File: src/rtl/mod_exp_engine.sv
// mod_exp_engine: left-to-right square-and-multiply base^exp mod 2**M+1, one modular op per clock.
// Define MOD_EXP_EARLY_TERM_EN to start the exponent scan at its highest set bit.
module mod_exp_engine #(
    parameter int WIDTH = 18,
    parameter int M     = 16,
    parameter int PRIME = 65537,
    parameter int EXP_W = 16
) (
    input  logic             clk,
    input  logic             rst_n,
    input  logic             start,
    input  logic [WIDTH-1:0] base,
    input  logic [EXP_W-1:0] exp,
    output logic             busy,
    output logic             done,
    output logic [WIDTH-1:0] result
);
    localparam int IW = $clog2(EXP_W);
    localparam int PW = 2 * WIDTH;
    localparam int TW = PW - M + 2;
    localparam logic signed [TW-1:0] PS = TW'(PRIME);

    typedef enum logic [1:0] {IDLE, SQR, MUL, DONE} state_t;

    state_t           state_q, state_d;
    logic [WIDTH-1:0] acc_q, acc_d, b_q, b_d, res_q, res_d, prod_f;
    logic [EXP_W-1:0] e_q, e_d;
    logic [IW-1:0]    idx_q, idx_d, first_idx;
    logic [PW-1:0]    prod;

    // Fermat fold: 2**M == -1, so x = lo + hi*2**M reduces to lo - hi.
    function automatic logic [WIDTH-1:0] fold(input logic [PW-1:0] x);
        logic signed [TW-1:0] t;
        t = $signed({{(TW-M){1'b0}}, x[M-1:0]}) - $signed({2'b00, x[PW-1:M]});
        if (t[TW-1]) t = t + PS;
        else if (t >= PS) t = t - PS;
        return t[WIDTH-1:0];
    endfunction

`ifdef MOD_EXP_EARLY_TERM_EN
    always_comb begin
        first_idx = '0;
        for (int i = 0; i < EXP_W; i++)
            if (exp[i]) first_idx = IW'(i);
    end
`else
    assign first_idx = IW'(EXP_W - 1);
`endif

    assign prod   = {{WIDTH{1'b0}}, acc_q} * {{WIDTH{1'b0}}, (state_q == SQR) ? acc_q : b_q};
    assign prod_f = fold(prod);
    assign busy   = (state_q == SQR) || (state_q == MUL);
    assign done   = (state_q == DONE);
    assign result = res_q;

    always_comb begin
        state_d = state_q;
        acc_d   = acc_q;
        b_d     = b_q;
        e_d     = e_q;
        idx_d   = idx_q;
        res_d   = res_q;
        if (!busy && start) begin
            b_d     = fold({{WIDTH{1'b0}}, base});
            e_d     = exp;
            acc_d   = WIDTH'(1);
            idx_d   = first_idx;
            state_d = (exp == '0) ? DONE : SQR;
            if (exp == '0) res_d = WIDTH'(1);
        end else if (state_q == DONE) begin
            state_d = IDLE;
        end else if (busy) begin
            acc_d = prod_f;
            if (state_q == SQR && e_q[idx_q]) begin
                state_d = MUL;
            end else if (idx_q == '0) begin
                state_d = DONE;
                res_d   = prod_f;
            end else begin
                state_d = SQR;
                idx_d   = idx_q - 1'b1;
            end
        end
    end

    always_ff @(posedge clk or negedge rst_n) begin
        if (!rst_n) begin
            state_q <= IDLE;
            acc_q   <= '0;
            b_q     <= '0;
            e_q     <= '0;
            idx_q   <= '0;
            res_q   <= '0;
        end else begin
            state_q <= state_d;
            acc_q   <= acc_d;
            b_q     <= b_d;
            e_q     <= e_d;
            idx_q   <= idx_d;
            res_q   <= res_d;
        end
    end
endmodule

File: config.mk
export PLATFORM = sky130hd
export DESIGN_NAME = mod_exp_engine
export DESIGN_NICKNAME = d
export VERILOG_FILES = /design/src/rtl/mod_exp_engine.sv
export SDC_FILE = /design/constraint.sdc
export NUM_CORES = 1
export LEC_CHECK = 0
export CAP_MARGIN = 25
export CORE_MARGIN = 5
export CORE_UTILIZATION = 60
export CTS_BUF_LIST = sky130_fd_sc_hd__clkbuf_4 sky130_fd_sc_hd__clkbuf_8
export DETAILED_ROUTE_END_ITERATION = 10
export HOLD_SLACK_MARGIN = 0.1
export PLACE_DENSITY = 0.78
export SKIP_CTS_REPAIR_TIMING = 1
export SLEW_MARGIN = 40
export SYNTH_ARGS = -nofsm -noshare
export SYNTH_HDL_FRONTEND = slang
export SYNTH_SLANG_ARGS = --single-unit
export TNS_END_PERCENT = 50
File: constraint.sdc
create_clock -name clk -period 29.9 [get_ports clk]
set_input_delay 5.98 -clock clk [delete_from_list [all_inputs] [get_ports clk]]
set_output_delay 5.98 -clock clk [all_outputs]
set_load 0.005 [all_outputs]
==> results.yml <==
finish:
  areaGrowthSynthToFinish_pct: 6.45
  design_area_um2: 17000
  n_antenna_cell: 0
  instances_no_fill: 2183
  finalNetCount: 2274
  final_core_util: 0.651
  drive_gt1_frac: 0.0438
synth:
  synthTopCellsByArea: "fa_1 32%, dfrtp_1 12%, ha_1 11%, inv_1 7.9%, nand2_1 6.7%"
  synth_top_area_share: 0.323
  synthArstFlopShare: 1.00
  avgSynthCellArea_um2: 8.69
  synth_edf_count: 0
  yosysMostFrequentCell: "inv_1"
  syn-cell-area_um2: 16000
  synthDistinctLibCells: 64
  netlist_instances: 1843
  synth_nets: 2274
  synth-main-ff-cell: "dfrtp_1"
  ys_seq_elements: 76
  yosysTopAreaCell: "fa_1"
  ys.warnings.count: 0
  synth_seq_area_share: 0.119
  synth_commonest_cells: "336 x inv_1, 287 x nand2_1, 258 x fa_1"
clocking:
  tritoncts: "done"
  clkSinkCount: 76
  cts-htree-levels: 3
  cts-buffers-inserted: 9
  clk_latency_ps: 360
  clk_pin_slew_worst_paths_ps: 90
  cts_buffer_depth: 2
  cts_root_buf: "clkbuf_8"
floorplan:
  core-area_um2: 26200
  dieHeight_um: 173
  placementRows: 59
  pin_count: 57
  start_util: 0.611
  die_w_um: 173
  dieArea_um2: 30100
setup_path:
  end_kind: "register"
  crit_type: "reg2reg"
  start_kind: "register"
  r2r_end: "acc_q[2]$_DFFE_PN0P_"
  worstPathArrival_ps: 10530
  slowest_delay_ps: 690
  crit_slowest_cell: "a2111o_2"
  rr_worst_depth: 35
  r2r_start: "state_q[1]$_DFFE_PN0P_"
  required_ps: 30150
  path_max_fanout: 37
  r2r_slack_ps: 19620
global_route:
  antenna_found_initial: 0
  overflow: 0
  grt_use_total: 0.295
  grt_max_degree: 77
  grt_pass1_wl_um: 71400
  grt_pass1_vias: 13400
place:
  postPlaceCellArea_um2: 16800
  dp_hpwl_um: 34300
  place_inst: 2167
  gp_congestion: 0.985
  portBuffers: 56
sta:
  finalSetupViolCount: 0
  final.setup_skew_ps: 13.2
  rsz0062_at_grt: "no"
  finalHoldViolations: 0
  post-route-period-util: 0.344
  maxSlewHeadroom: 0.425
  fmax_mhz: 97.3
  tightest_slew_ps: 863
  setup_tns_ps: 0
  fin_crit_ps: 10280
  slew_viol_final: 0
routing:
  ant_nets: 0
  num_vias: 12900
  drt_iter0_drc: 1146
  drc_errors: 0
  routedWlPerCell_um: 19.9
  via_per_inst: 5.91
  firstDrtPassIters: 6
  wl_um: 43400
min_path:
  hold_depth: 2
  hold_start: "e_q[6]$_DFFE_PN0P_"
  min_to: "e_q[6]$_DFFE_PN0P_"
  hold_class: "reg2reg"
flow_run:
  cap_violations: 0
status:
  outcome: "finished, final reports clean"
## layout make-up
class / instances / area, µm²
Multi-Input combinational cell: 1342 / 12500
Sequential cell: 76 / 1900
Clock buffer: 9 / 124
Fill cell: 2266 / 9160
Tap cell: 335 / 419
Clock inverter: 7 / 101
Timing Repair Buffer: 78 / 727
Inverter: 336 / 1260
## stage by stage
stage	worst slack, ps	hold WS [ps]
floorplan	20530	440
global placement	19830	453
detailed placement	19740	457
CTS	19710	477
global route	19180	503
finish	19620	476
## routing by layer
metal,up-vias,global-route usage,part of all wire
met5,-,0,0
met1,6437,0.412,0.41
li1,5786,-,-
met2,581,0.479,0.47
met3,107,0.0382,0.082
met4,0,0.0988,0.038
## logic make-up (layout without fill, tap and decap cells)
group,count (synthesis),count (layout),share of synthesized area
AOI/OAI and AO/OA,232,232,0.0988
buffers and inverters,425,430,0.101
and+or+nand+nor,601,601,0.182
xor gates and xnor gates,78,78,0.0427
adders and majority gates,394,394,0.429
muxes,37,37,0.0283
DFF,76,76,0.119
## registers in the layout (all words and copies together) (netlist names)
name / count
b_q: 18
state_q: 2
idx_q: 4
e_q: 16
acc_q: 18
result: 18
## worst max-delay path, delay by kind of cell (launching register included)
kind | cells | cell delay [ps]
adders and majority gates | 9 | 4110
AOI/OAI and AO/OA | 10 | 2590
and+or+nand+nor | 7 | 1610
buffers and inverters | 7 | 770
muxes | 1 | 540
DFF | 1 | 400
xor gates and xnor gates | 1 | 130
## worst max-delay path by stage
stage	from	end	slack (ps)	cells after the start
after floorplan	state_q[1]$_DFFE_PN0P_	acc_q[2]$_DFFE_PN0P_	20530	38
after global placement	state_q[1]$_DFFE_PN0P_	acc_q[2]$_DFFE_PN0P_	19830	34
after global routing	state_q[1]$_DFFE_PN0P_	acc_q[2]$_DFFE_PN0P_	19180	35
after detailed placement	state_q[1]$_DFFE_PN0P_	acc_q[2]$_DFFE_PN0P_	19740	35
final	state_q[1]$_DFFE_PN0P_	acc_q[2]$_DFFE_PN0P_	19620	35
after CTS	state_q[1]$_DFFE_PN0P_	acc_q[2]$_DFFE_PN0P_	19710	35
## placed cells by master, fill, tap and decap left out, types with 49 or more instances in the layout
master and instances:
dfrtp_1 75, and2_1 95, clkdlybuf4s50_1 55, xnor2_1 53
o21ai_0 54, a21oi_1 49, fa_1 258, nand2_1 287
inv_1 336, nor2_1 51, ha_1 136
Power is not shown: default switching activity piles up to over one toggle a cycle in this logic, so the estimate is an artifact.
